`src/rtl/pipe_pkg.sv`:
```
// Shared definitions for the pipeline-stage register: state encoding,
// default widths and control-bit positions.
package pipe_pkg;

    typedef enum logic [1:0] {
        ST_EMPTY = 2'd0,
        ST_FULL  = 2'd1,
        ST_SKID  = 2'd2
    } pipe_state_e;

    localparam int DEF_DATA_W = 32;
    localparam int DEF_CTRL_W = 4;
    localparam int DEF_CNT_W  = 16;

    localparam int CTRL_RF_WE  = 0;
    localparam int CTRL_MEM_WE = 1;
    localparam int CTRL_BRANCH = 2;

endpackage

```
`src/rtl/pipe_entry.sv`:
```
// One stage entry: payload register that only changes on load, plus a
// control register that can additionally be cleared without a load.
module pipe_entry #(
    parameter int DATA_W = 32,
    parameter int CTRL_W = 4
) (
    input  logic              clk_i,
    input  logic              rst_i,
    input  logic              i_load,
    input  logic              i_clr_ctrl,
    input  logic [DATA_W-1:0] i_data,
    input  logic [CTRL_W-1:0] i_ctrl,
    output logic [DATA_W-1:0] o_data,
    output logic [CTRL_W-1:0] o_ctrl
);

    logic [DATA_W-1:0] r_data;
    logic [CTRL_W-1:0] r_ctrl;

    always_ff @(posedge clk_i) begin
        if (rst_i) begin
            r_data <= '0;
            r_ctrl <= '0;
        end else begin
            if (i_load)
                r_data <= i_data;
            // Clear wins so a killed beat can never leave a write enable behind
            if (i_clr_ctrl)
                r_ctrl <= '0;
            else if (i_load)
                r_ctrl <= i_ctrl;
        end
    end

    assign o_data = r_data;
    assign o_ctrl = r_ctrl;

endmodule

```
`src/rtl/pipe_stage_reg.sv`:
```
// Valid/ready pipeline stage with optional skid entry, flush, control gating
// and a saturating stall counter.
module pipe_stage_reg
    import pipe_pkg::*;
#(
    parameter int DATA_W = DEF_DATA_W,
    parameter int CTRL_W = DEF_CTRL_W,
    parameter int SKID   = 1,
    parameter int CNT_W  = DEF_CNT_W
) (
    input  logic              clk_i,
    input  logic              rst_i,
    input  logic              in_valid_i,
    output logic              in_ready_o,
    input  logic [DATA_W-1:0] in_data_i,
    input  logic [CTRL_W-1:0] in_ctrl_i,
    output logic              out_valid_o,
    input  logic              out_ready_i,
    output logic [DATA_W-1:0] out_data_o,
    output logic [CTRL_W-1:0] out_ctrl_o,
    input  logic              flush_i,
    output logic [1:0]        level_o,
    output logic [CNT_W-1:0]  stall_cnt_o
);

    pipe_state_e       r_state, w_nxt;
    logic              w_in_fire, w_out_fire, w_stall;
    logic              w_main_load, w_skid_load, w_main_from_skid;
    logic [DATA_W-1:0] w_main_din, w_main_data, w_skid_data;
    logic [CTRL_W-1:0] w_main_cin, w_main_ctrl, w_skid_ctrl;
    logic [CNT_W-1:0]  r_stall_cnt;

    assign out_valid_o = (r_state != ST_EMPTY);
    assign w_in_fire   = in_valid_i & in_ready_o;
    assign w_out_fire  = out_valid_o & out_ready_i;
    assign w_stall     = out_valid_o & ~out_ready_i;

    always_comb begin
        w_nxt            = r_state;
        w_main_load      = 1'b0;
        w_skid_load      = 1'b0;
        w_main_from_skid = 1'b0;
        if (flush_i) begin
            w_nxt = ST_EMPTY;
        end else begin
            unique case (r_state)
                ST_EMPTY: if (w_in_fire) begin
                    w_nxt       = ST_FULL;
                    w_main_load = 1'b1;
                end
                ST_FULL: begin
                    if (w_in_fire && w_out_fire) begin
                        w_main_load = 1'b1;
                    end else if (w_out_fire) begin
                        w_nxt = ST_EMPTY;
                    end else if (w_in_fire && SKID != 0) begin
                        w_nxt       = ST_SKID;
                        w_skid_load = 1'b1;
                    end
                end
                ST_SKID: if (w_out_fire) begin
                    w_nxt            = ST_FULL;
                    w_main_load      = 1'b1;
                    w_main_from_skid = 1'b1;
                end
                default: w_nxt = ST_EMPTY;
            endcase
        end
    end

    always_ff @(posedge clk_i) begin
        if (rst_i) r_state <= ST_EMPTY;
        else       r_state <= w_nxt;
    end

    // The skid entry is always older than the input, so it refills main first
    assign w_main_din = w_main_from_skid ? w_skid_data : in_data_i;
    assign w_main_cin = w_main_from_skid ? w_skid_ctrl : in_ctrl_i;

    pipe_entry #(.DATA_W(DATA_W), .CTRL_W(CTRL_W)) u_main (
        .clk_i      (clk_i),
        .rst_i      (rst_i),
        .i_load     (w_main_load),
        .i_clr_ctrl (flush_i),
        .i_data     (w_main_din),
        .i_ctrl     (w_main_cin),
        .o_data     (w_main_data),
        .o_ctrl     (w_main_ctrl)
    );

    generate
        if (SKID != 0) begin : g_skid
            logic r_in_ready;

            pipe_entry #(.DATA_W(DATA_W), .CTRL_W(CTRL_W)) u_skid (
                .clk_i      (clk_i),
                .rst_i      (rst_i),
                .i_load     (w_skid_load),
                .i_clr_ctrl (flush_i),
                .i_data     (in_data_i),
                .i_ctrl     (in_ctrl_i),
                .o_data     (w_skid_data),
                .o_ctrl     (w_skid_ctrl)
            );

            // Registered ready breaks the combinational path from out_ready_i
            always_ff @(posedge clk_i) begin
                if (rst_i) r_in_ready <= 1'b1;
                else       r_in_ready <= (w_nxt != ST_SKID);
            end
            assign in_ready_o = r_in_ready;
        end else begin : g_noskid
            assign w_skid_data = '0;
            assign w_skid_ctrl = '0;
            assign in_ready_o  = ~out_valid_o | out_ready_i;
        end
    endgenerate

    always_ff @(posedge clk_i) begin
        if (rst_i)
            r_stall_cnt <= '0;
        else if (w_stall && r_stall_cnt != {CNT_W{1'b1}})
            r_stall_cnt <= r_stall_cnt + CNT_W'(1);
    end

    assign out_data_o  = w_main_data;
    assign out_ctrl_o  = w_main_ctrl & {CTRL_W{out_valid_o}};
    assign level_o     = r_state;
    assign stall_cnt_o = r_stall_cnt;

endmodule
```
`config.mk`:
```
export PLATFORM = sky130hd
export DESIGN_NAME = pipe_stage_reg
export DESIGN_NICKNAME = d
export VERILOG_FILES = /design/src/rtl/pipe_pkg.sv /design/src/rtl/pipe_entry.sv /design/src/rtl/pipe_stage_reg.sv
export SDC_FILE = /design/constraint.sdc
export NUM_CORES = 1
export LEC_CHECK = 0
export BUFFER_PORTS_ARGS = -buffer_cell sky130_fd_sc_hd__buf_2
export CAP_MARGIN = 30
export CELL_PAD_IN_SITES_DETAIL_PLACEMENT = 1
export CELL_PAD_IN_SITES_GLOBAL_PLACEMENT = 1
export CORE_AREA = 10 10 107 109
export CTS_CLUSTER_SIZE = 20
export DETAILED_ROUTE_END_ITERATION = 16
export DIE_AREA = 0 0 117 119
export MAX_ROUTING_LAYER = met4
export PLACE_DENSITY = 0.94
export SYNTH_ARGS = -nofsm -noshare
export SYNTH_HDL_FRONTEND = slang
export SYNTH_HIERARCHICAL = 1
export SYNTH_SLANG_ARGS = --single-unit
```
`constraint.sdc`:
```
create_clock -name clk_i -period 3.85 [get_ports clk_i]
set_input_delay 0.1925 -clock clk_i [delete_from_list [all_inputs] [get_ports clk_i]]
set_output_delay 0.1925 -clock clk_i [all_outputs]
set_load 0.1 [all_outputs]
```
==> results.py, run 1 <==
metrics = {
    "die": {
        "core-area_um2": 9460,
        "initial_core_util_pct": 42.6,
        "dieWidth_um": 117,
        "pin_count": 97,
        "rows": 36,
        "die_y_um": 119,
        "dieArea_um2": 13900,
    },
    "clock_network": {
        "cts_hold_buf": 0,
        "cts_made_buffers": 9,
        "post_cts.repair.setup_buffers": 0,
        "cts_tree": "yes",
        "htree_levels": 3,
        "clk_latency_ns": 0.36,
        "cts_sinks": 91,
        "root_buffer": "clkbuf_8",
        "clkTransAtPathRegs_ns": 0.08,
        "cts_buffer_depth": 2,
        "post_cts_resized": 0,
    },
    "global_routing": {
        "grt_busiest_layer": "met2",
        "grt_use_total_pct": 16.1,
        "grtUsageMet3_pct": 3.11,
        "grt_util_met2_pct": 28.5,
        "grt_overflow": 0,
        "gr-usage-met1_pct": 16.9,
        "antenna_found_initial": 1,
        "grt_start_max_net_pins": 50,
        "grt_first_pass_wirelength_um": 17500,
        "grt_pass1_vias": 3556,
    },
    "setup_path": {
        "worst_path_largest_cell_delay_ns": 0.46,
        "timing.rr.start": "level_o[1]",
        "critPathLaunch": "level_o[1]",
        "end_kind": "register",
        "cp_max_fo": 30,
        "crit_arrival_ns": 2.39,
        "cp.required_ns": 4.06,
        "critPathKind": "reg2reg",
        "ff2ff_path_depth": 7,
        "r2r_end": "u_main/o_data[20]",
        "rrSetupSlack_ns": 1.67,
        "cp_cell_sequence": "nor2b_1 -> nand2_1 -> nor2_4 -> buf_12 -> mux2_2 -> mux2i_1 -> nor2_1",
        "slowest_stage": "dfxtp_1",
        "worstSetupStartpointType": "register",
        "cp-endpoint": "u_main/o_data[20]",
    },
    "job": {
        "maxCapViolations": 0,
    },
    "synthesis": {
        "ys_types": 33,
        "syn_area_um2": 4030,
        "ys_seq_area_share_pct": 45.2,
        "syn_inst": 391,
        "ys_ff_latch": 91,
        "yosysTopAreaCell": "dfxtp_1",
        "async_flop_share_pct": 0,
        "synthTopCellsByArea": "dfxtp_1 (45%), mux2i_1 (18%), mux2_2 (9.8%)",
        "synth_edf_count": 0,
        "yosysWarnings": 6,
        "synth_ff_type": "dfxtp_1",
        "avgSynthCellArea_um2": 10.3,
        "post-synth-top-area-fraction_pct": 45.2,
        "synth_nets": 433,
    },
    "pwr": {
        "p_leak_uw": 0.00186,
        "ir_worst_vdd_v": 0.000189,
        "p_clk_share_pct": 32.5,
        "total_power_uw": 1880,
        "sw_frac_of_total_pct": 29.0,
        "comb_power_share_pct": 15.5,
        "p_seq_share_pct": 51.9,
        "powerDensity_nw_per_um2": 400,
        "internal_power_uw": 1330,
        "p_switching_uw": 545,
    },
    "sta": {
        "tns_ns": 0,
        "final-setup-viol-count": 0,
        "fin_crit_sh_pct": 56.7,
        "relSlewSlack_pct": 45.2,
        "fin_crit_ns": 2.18,
        "fin_skew_ns": 0.00987,
        "slew_violations": 0,
        "worst_pin_slew_ns": 0.823,
        "max_freq_ghz": 0.458,
        "rsz0062_at_grt": "no",
        "finalHoldViolCount": 0,
    },
    "final_layout": {
        "final.fill_count": 1100,
        "nets": 523,
        "final_cells": 600,
        "fin_area_um2": 4700,
        "drive_gt1_share_pct": 32.2,
        "syn_to_final_growth_pct": 16.5,
        "multiInputGateArea_um2": 2020,
        "seq_area_um2": 1820,
    },
    "place": {
        "placed_cells": 584,
        "port_buffers": 96,
        "gp_congestion": 0.767,
        "hpwl_um": 7920,
        "place_area_um2": 4520,
    },
    "routing": {
        "wl_per_cell_um": 17.9,
        "drtAntennaViolNets": 0,
        "drc": 0,
        "wl_um": 10700,
        "num_vias": 3194,
        "first_pass_iters": 4,
        "first_iter_violations": 122,
        "viasPerCell": 5.32,
    },
    "run_status": {
        "outcome": "complete, no violations",
    },
    "min_path": {
        "min_path_type": "in2reg",
    },
}
-- power groups by stage --
stage	sequential, µW	combinational [µW]	clock (µW)
2_1_floorplan	1130	102	0
3_3_place_gp	995	285	0
3_5_place_dp	997	294	0
4_1_cts	975	295	630
5_1_grt	978	308	668
6_report	975	292	611
-- per-layer routing --
layer / routed length [µm] / vias to the layer above
li1: - / 1557
met1: 4330 / 1566
met2: 5830 / 56
met3: 344 / 15
met4: 209 / 0
met5: 0 / -
-- how the worst min path moves through the flow --
stage	startpoint	end	slack [ns]	depth (start not counted)
3_3_place_gp	in_data_i[14]	g_skid.u_skid/o_data[14]	0.44	3
5_1_grt	in_data_i[24]	g_skid.u_skid/o_data[24]	0.1	3
6_report	in_data_i[9]	g_skid.u_skid/o_data[9]	0.09	3
2_1_floorplan	flush_i	level_o[0]	0.27	1
4_1_cts	in_data_i[9]	g_skid.u_skid/o_data[9]	0.08	3
3_5_place_dp	in_data_i[0]	g_skid.u_skid/o_data[0]	0.46	3
-- registers in the layout (all words and copies together), names as in the netlist --
| name | count |
|---|---|
| g_skid.u_skid/o_data | 32 |
| u_main/o_data | 32 |
| stall_cnt_o | 16 |
| g_skid.u_skid/o_ctrl | 4 |
| u_main/o_ctrl | 4 |
| level_o | 2 |
| in_ready_o | 1 |
-- cell type report --
| type | instances | area share [%] |
|---|---|---|
| Multi-Input combinational cell | 277 | 43.0 |
| Clock inverter | 3 | 0.852 |
| Timing Repair Buffer | 101 | 11.3 |
| Antenna cell | 1 | 0.0533 |
| Inverter | 1 | 0.0799 |
| Clock buffer | 12 | 2.88 |
| Tap cell | 114 | 3.04 |
| Sequential cell | 91 | 38.8 |
-- layout by cell type (no fill, tap or decap), drive strengths merged, types with 8 or more instances in the layout --
cell	synthesis	layout
a21oi	16	16
buf	18	101
clkbuf	4	12
dfxtp	91	91
mux2	37	37
mux2i	73	73
nand2	8	8
nor2	70	70
nor3	13	13
or3	10	10
-- worst max-delay path: cells and delay by family (launching register included) --
kind                   cells  cell delay (ns)
AND/OR/NAND/NOR            4             0.81
flip-flops                 1             0.46
buffers and inverters      1             0.25
multiplexers               2             0.51
-- kinds of logic (layout without fill, tap and decap cells) --
logic type / Yosys count / in the layout / share of synthesized area (%)
compound gates: 31 / 31 / 4.44
xor+xnor: 1 / 1 / 0.217
fa+ha+maj: 1 / 1 / 0.310
buf+inv: 23 / 117 / 5.24
flops: 91 / 91 / 45.2
mux: 110 / 110 / 28.5
other cells: 0 / 1 / 0
simple gates: 134 / 134 / 16.2
-- Yosys cell counts (all sizes together) (7+ instances only) --
library cell	count
o21ai	7
a21oi	16
nand4	7
dfxtp	91
mux2	37
nor2	70
nand2	8
mux2i	73
buf	18
nor3	13
or3	10
-- metrics by stage --
step                utilization, %  hold slack, ns  setup WS, ns
floorplan                        -           0.269          1.08
global placement              47.6           0.440          1.47
detailed placement            47.8           0.458          1.68
CTS                           49.6          0.0775          1.66
global route                  49.7          0.0953          1.48
finish                        49.7          0.0868          1.67
(Power assumes the default switching activity.)
==> run 2, diff against run 1 <==
--- a/config.mk
+++ b/config.mk
@@ -9,12 +9,12 @@
 export CAP_MARGIN = 30
 export CELL_PAD_IN_SITES_DETAIL_PLACEMENT = 1
 export CELL_PAD_IN_SITES_GLOBAL_PLACEMENT = 1
-export CORE_AREA = 10 10 107 109
+export CORE_AREA = 10 10 116 118
 export CTS_CLUSTER_SIZE = 20
 export DETAILED_ROUTE_END_ITERATION = 16
-export DIE_AREA = 0 0 117 119
+export DIE_AREA = 0 0 126 128
 export MAX_ROUTING_LAYER = met4
-export PLACE_DENSITY = 0.94
+export PLACE_DENSITY = 0.86
 export SYNTH_ARGS = -nofsm -noshare
 export SYNTH_HDL_FRONTEND = slang
 export SYNTH_HIERARCHICAL = 1
==> constraint.sdc (replaced) <==
create_clock -name clk_i -period 1.85 [get_ports clk_i]
set_input_delay 0.0925 -clock clk_i [delete_from_list [all_inputs] [get_ports clk_i]]
set_output_delay 0.0925 -clock clk_i [all_outputs]
set_load 0.1 [all_outputs]
==> run 2 against run 1 <==
Cell area up 11%. Critical path type unchanged. Critical endpoint is now u_main/o_data[7]. Sequential cell count unchanged. Clock power rose to 2.9 times the previous value. Non-clock buffer count up 13. Critical path depth up 1. Final cell count up 6.8%.
==> results.py, run 2 (same netlist as run 1, synthesis figures left out) <==
metrics = {
    "routing": {
        "first_pass_iters": 4,
        "num_vias": 3323,
        "first_iter_violations": 122,
        "wl_um": 11700,
        "drc": 0,
        "wl_per_cell_um": 18.2,
        "drtAntennaViolNets": 0,
        "viasPerCell": 5.18,
    },
    "final_layout": {
        "antennaDiodeCount": 0,
        "nets": 536,
        "fin_area_um2": 5230,
        "final_cell_mix": "buf_2 (96), mux2i_1 (73), dfxtp_1 (72), nor2_1 (68), mux2_2 (20)",
        "final_cells": 641,
        "final_common_cell": "buf_2",
        "utilization_pct": 46.6,
        "drive_gt1_share_pct": 39.6,
        "syn_to_final_growth_pct": 29.8,
    },
    "place": {
        "gp_congestion": 0.796,
        "place_area_um2": 4830,
        "hpwl_um": 8210,
        "post-place-ws_ns": 0.0193,
        "placed_cells": 620,
        "port_buffers": 96,
    },
    "die": {
        "pin_count": 97,
        "dieArea_um2": 16100,
        "die_y_um": 128,
        "initial_core_util_pct": 35.9,
        "dieWidth_um": 126,
        "rows": 39,
        "core-area_um2": 11200,
    },
    "sta": {
        "worst_pin_slew_ns": 0.559,
        "relSlewSlack_pct": 62.7,
        "fin_crit_ns": 1.81,
        "fin_skew_ns": 0.00670,
        "slew_violations": 0,
        "fin_crit_sh_pct": 97.6,
        "worst_slack_ns": 0.0440,
        "final-setup-viol-count": 0,
        "finalHoldViolCount": 0,
        "max_freq_ghz": 0.554,
    },
    "setup_path": {
        "end_kind": "register",
        "crit_arrival_ns": 2.01,
        "critPathKind": "reg2reg",
        "critPathTopFamily": "multiplexers",
        "timing.rr.start": "level_o[1]",
        "worstSetupStartpointType": "register",
        "cp.required_ns": 2.05,
        "slowest_stage": "dfxtp_4",
        "cp-endpoint": "u_main/o_data[7]",
        "r2r_end": "u_main/o_data[7]",
        "cp_max_fo": 10,
        "critPathLaunch": "level_o[1]",
        "worst_path_largest_cell_delay_ns": 0.38,
        "path_depth": 8,
        "cp_cell_sequence": "nor2b_4 -> nand2_4 -> nor2_4 -> buf_12 -> clkbuf_16 -> mux2_4 -> mux2i_1 -> nor2_1",
        "crit_buf_inv": 2,
        "rrSetupSlack_ns": 0.04,
        "ff2ff_path_depth": 8,
    },
    "clock_network": {
        "root_buffer": "clkbuf_16",
        "cts_buffer_depth": 2,
        "cts_sinks": 91,
        "clk_latency_ns": 0.34,
        "cts_tree": "yes",
        "cts_made_buffers": 9,
        "htree_levels": 3,
        "clkTransAtPathRegs_ns": 0.06,
    },
    "pwr": {
        "powerDensity_nw_per_um2": 850,
        "p_leak_uw": 0.00209,
        "ir_worst_vdd_v": 0.000341,
    },
    "global_routing": {
        "antenna_found_initial": 0,
        "grt_use_total_pct": 14.2,
        "grt_pass1_vias": 3575,
        "grt_first_pass_wirelength_um": 18200,
        "grt_start_max_net_pins": 55,
        "grt_overflow": 0,
    },
    "min_path": {
        "min_path_type": "in2reg",
    },
    "job": {
        "maxCapViolations": 0,
    },
    "run_status": {
        "outcome": "complete, no violations",
    },
}
-- run 2: changes by cell type in the layout (fill, tap and decap cells not counted), moves of 2 or more --
cell,previous run,this run
mux2_4,0,16
clkbuf_16,0,11
buf_12,1,5
buf_4,4,8
nor2b_2,0,4
dfxtp_4,0,18
mux2_2,35,20
clkbuf_8,9,1
dfxtp_1,91,72
nor2b_1,6,1
dlygate4sd3_1,0,2
-- run 2: final cells by class --
type / instances / area (µm²)
flip-flops and latches: 91 / 1890
clock inverters: 3 / 40.0
well taps: 143 / 179
multi-input cells: 277 / 2140
fillers: 1260 / 5990
repair buffers: 114 / 738
inverters: 1 / 3.75
clock buffers: 12 / 246
-- run 2: worst min-delay path by stage --
stage                             start                       end  depth (start not counted)
after global placement    in_data_i[14]  g_skid.u_skid/o_data[14]                          3
after global routing      in_data_i[12]  g_skid.u_skid/o_data[12]                          3
after CTS                 in_data_i[12]  g_skid.u_skid/o_data[12]                          3
after floorplan                 flush_i                level_o[0]                          1
after detailed placement   in_data_i[5]   g_skid.u_skid/o_data[5]                          3
final                     in_data_i[30]  g_skid.u_skid/o_data[30]                          3
-- run 2: stage by stage --
stage / hold slack (ns) / total power, µW / TNS, ns
global route: 0.00471 / 4640 / -0.00485
CTS: 0.000650 / 4530 / 0
finish: 0.00963 / 4450 / 0
floorplan: 0.159 / 2550 / -0.530
global placement: 0.342 / 2670 / 0
detailed placement: 0.352 / 2690 / 0
-- run 2: routing by layer --
layer	vias up	track usage, %	wire length, µm
li1	1605	-	-
met1	1630	15.6	5090
met2	67	24.5	6020
met3	21	2.56	330
met4	0	6.70	240
met5	-	-	0
-- run 2: repair_timing --
action,CTS,global route
hold buffers,2,0
resized for setup,0,3
endpoints found under the hold margin,2,0
endpoints found under the setup margin,0,19
setup buffers,0,2
-- run 2: worst register-to-register path: cells and delay by family, from the launching register on --
family / cells / cell delay, ns
buffers and inverters: 2 / 0.33
and+or+nand+nor: 4 / 0.45
muxes: 2 / 0.50
DFF: 1 / 0.38
-- run 2: where the power goes --
group	leakage [µW]	internal, µW	switching [µW]
Combinational	0.00119	180	463
Clock	0.000142	1070	723
Sequential	0.000751	1980	28.1
Total	0.00209	3230	1210
==> run 3, diff against run 2 <==
--- a/config.mk
+++ b/config.mk
@@ -9,12 +9,13 @@
 export CAP_MARGIN = 30
 export CELL_PAD_IN_SITES_DETAIL_PLACEMENT = 1
 export CELL_PAD_IN_SITES_GLOBAL_PLACEMENT = 1
-export CORE_AREA = 10 10 116 118
+export CORE_AREA = 2 2 108 110
 export CTS_CLUSTER_SIZE = 20
 export DETAILED_ROUTE_END_ITERATION = 16
-export DIE_AREA = 0 0 126 128
+export DIE_AREA = 0 0 110 112
 export MAX_ROUTING_LAYER = met4
 export PLACE_DENSITY = 0.86
+export SKIP_LAST_GASP = 1
 export SYNTH_ARGS = -nofsm -noshare
 export SYNTH_HDL_FRONTEND = slang
 export SYNTH_HIERARCHICAL = 1
==> run 3 against run 2 <==
Clock skew up 0.0022 ns. Sequential power hardly changed. Setup slack better by 0.052 ns. Hold slack hardly changed. Global-route usage increased by 3.8 points. Maximum frequency increased by 3.0%. Total power is 10% higher. Critical endpoint is now u_main/o_data[19]. Largest power group is now the clock network.
==> results.py, run 3 (same netlist as run 1, synthesis figures left out) <==
metrics = {
    "clock_network": {
        "clkTransAtPathRegs_ns": 0.07,
        "cts_sinks": 91,
        "cts_made_buffers": 9,
        "htree_levels": 3,
        "root_buffer": "clkbuf_16",
        "cts_buffer_depth": 2,
        "clk_latency_ns": 0.35,
        "cts_tree": "yes",
    },
    "die": {
        "pin_count": 97,
        "core-area_um2": 11200,
        "dieWidth_um": 110,
        "initial_core_util_pct": 36.1,
        "rows": 39,
        "die_y_um": 112,
        "dieArea_um2": 12300,
    },
    "sta": {
        "final-setup-viol-count": 0,
        "finalHoldViolCount": 0,
        "fin_skew_ns": 0.00893,
        "rsz0062_at_grt": "no",
        "fin_crit_sh_pct": 94.8,
        "fin_crit_ns": 1.75,
        "whs_ns": 0.0100,
        "worst_pin_slew_ns": 0.514,
        "worst_slack_ns": 0.0964,
        "slew_violations": 0,
        "max_freq_ghz": 0.570,
        "tns_ns": 0,
        "relSlewSlack_pct": 66.0,
    },
    "setup_path": {
        "end_kind": "register",
        "cp_max_fo": 11,
        "cp_cell_sequence": "nor2b_4 -> nand2_2 -> nor2_4 -> buf_12 -> clkbuf_16 -> mux2_2 -> mux2i_1 -> nor2_1",
        "critPathTopFamily": "multiplexers",
        "cp.required_ns": 2.07,
        "ff2ff_path_depth": 8,
        "crit_arrival_ns": 1.97,
        "timing.rr.start": "level_o[1]",
        "crit_buf_inv": 2,
        "worstSetupStartpointType": "register",
        "rrSetupSlack_ns": 0.1,
        "r2r_end": "u_main/o_data[19]",
        "slowest_stage": "dfxtp_4",
        "worst_path_largest_cell_delay_ns": 0.39,
        "critPathKind": "reg2reg",
    },
    "global_routing": {
        "grt_util_met2_pct": 31.7,
        "antenna_found_initial": 0,
        "grt_pass1_vias": 3416,
        "grt_start_max_net_pins": 75,
        "grt_overflow": 0,
        "gr-usage-met1_pct": 19.8,
        "grt_use_total_pct": 18.1,
        "grt_first_pass_wirelength_um": 16800,
        "grt_busiest_layer": "met2",
        "grtUsageMet3_pct": 3.45,
    },
    "final_layout": {
        "final_common_cell": "buf_2",
        "final_cells": 645,
        "utilization_pct": 47.8,
        "syn_to_final_growth_pct": 32.4,
        "final_cell_mix": "buf_2 (96), mux2i_1 (73), dfxtp_1 (72), nor2_1 (68), mux2_2 (20)",
        "nets": 539,
        "antennaDiodeCount": 0,
        "drive_gt1_share_pct": 39.2,
    },
    "min_path": {
        "min_path_cells": 3,
        "min_to": "g_skid.u_skid/o_data[29]",
        "min_path_type": "in2reg",
        "holdCritStartpoint": "in_data_i[29]",
    },
    "place": {
        "port_buffers": 96,
        "hpwl_um": 7030,
        "gp_congestion": 0.846,
        "post-place-ws_ns": 0.0873,
        "placed_cells": 619,
    },
    "pwr": {
        "powerDensity_nw_per_um2": 917,
        "p_clk_share_pct": 45.9,
        "internal_power_uw": 3640,
        "ir_worst_vdd_v": 0.000513,
        "p_seq_share_pct": 41.0,
        "comb_power_share_pct": 13.1,
        "p_switching_uw": 1250,
        "sw_frac_of_total_pct": 25.6,
        "p_leak_uw": 0.00212,
    },
    "routing": {
        "drc": 0,
        "drtAntennaViolNets": 0,
        "wl_per_cell_um": 16.5,
        "wl_um": 10600,
        "viasPerCell": 5.10,
        "first_iter_violations": 85,
        "first_pass_iters": 4,
        "num_vias": 3292,
    },
    "job": {
        "maxCapViolations": 0,
    },
    "run_status": {
        "outcome": "complete, no violations",
    },
}
## run 3: worst max path at each step
stage	from	end	slack (ns)	cells past startpoint
detailed placement	level_o[1]	u_main/o_data[14]	0.09	7
finish	level_o[1]	u_main/o_data[19]	0.1	8
CTS	level_o[1]	u_main/o_data[14]	0.07	7
global route	stall_cnt_o[0]	stall_cnt_o[14]	0.002	5
global placement	stall_cnt_o[1]	stall_cnt_o[14]	0.14	5
floorplan	stall_cnt_o[1]	stall_cnt_o[14]	-0.09	6
## run 3: power groups by stage
| stage | Clock [µW] | Combinational (µW) | Sequential (µW) |
|---|---|---|---|
| finish | 2250 | 639 | 2010 |
| global route | 2380 | 675 | 2010 |
| CTS | 2300 | 644 | 2010 |
| detailed placement | 0 | 631 | 2050 |
| global placement | 0 | 616 | 2050 |
| floorplan | 0 | 224 | 2320 |
## run 3: worst register-to-register path, delay by kind of cell, from the launching register on
kind	cells	cell delay [ns]
buf+inv	2	0.31
flops	1	0.39
mux	2	0.49
simple gates	4	0.45
## run 3: area by class of cell
class	count	area, µm²
clock buffers	13	282
fillers	1253	5840
clock inverters	3	90.1
well taps	143	179
repair buffers	117	766
inverters	1	3.75
multi-input cells	277	2130
flip-flops and latches	91	1890
## run 3: per-stage QoR
step / total power [µW] / area (µm²)
2_1_floorplan: 2550 / 4230
3_3_place_gp: 2660 / 4830
3_5_place_dp: 2680 / 4830
4_1_cts: 4950 / 5270
5_1_grt: 5070 / 5340
6_report: 4890 / 5340
## run 3: timing repair
item                       in CTS  in global routing
setup buffers                   0                  1
hold buffers                    7                  0
hold endpoints to repair        7                  0
resized for setup               0                  1
setup endpoints to repair       0                  3
## run 3: layer usage
metal / part of all wire (%) / routed length [µm]
met1: 43 / 4580
met2: 52 / 5510
met3: 3.7 / 397
met4: 1.5 / 155
met5: 0 / 0
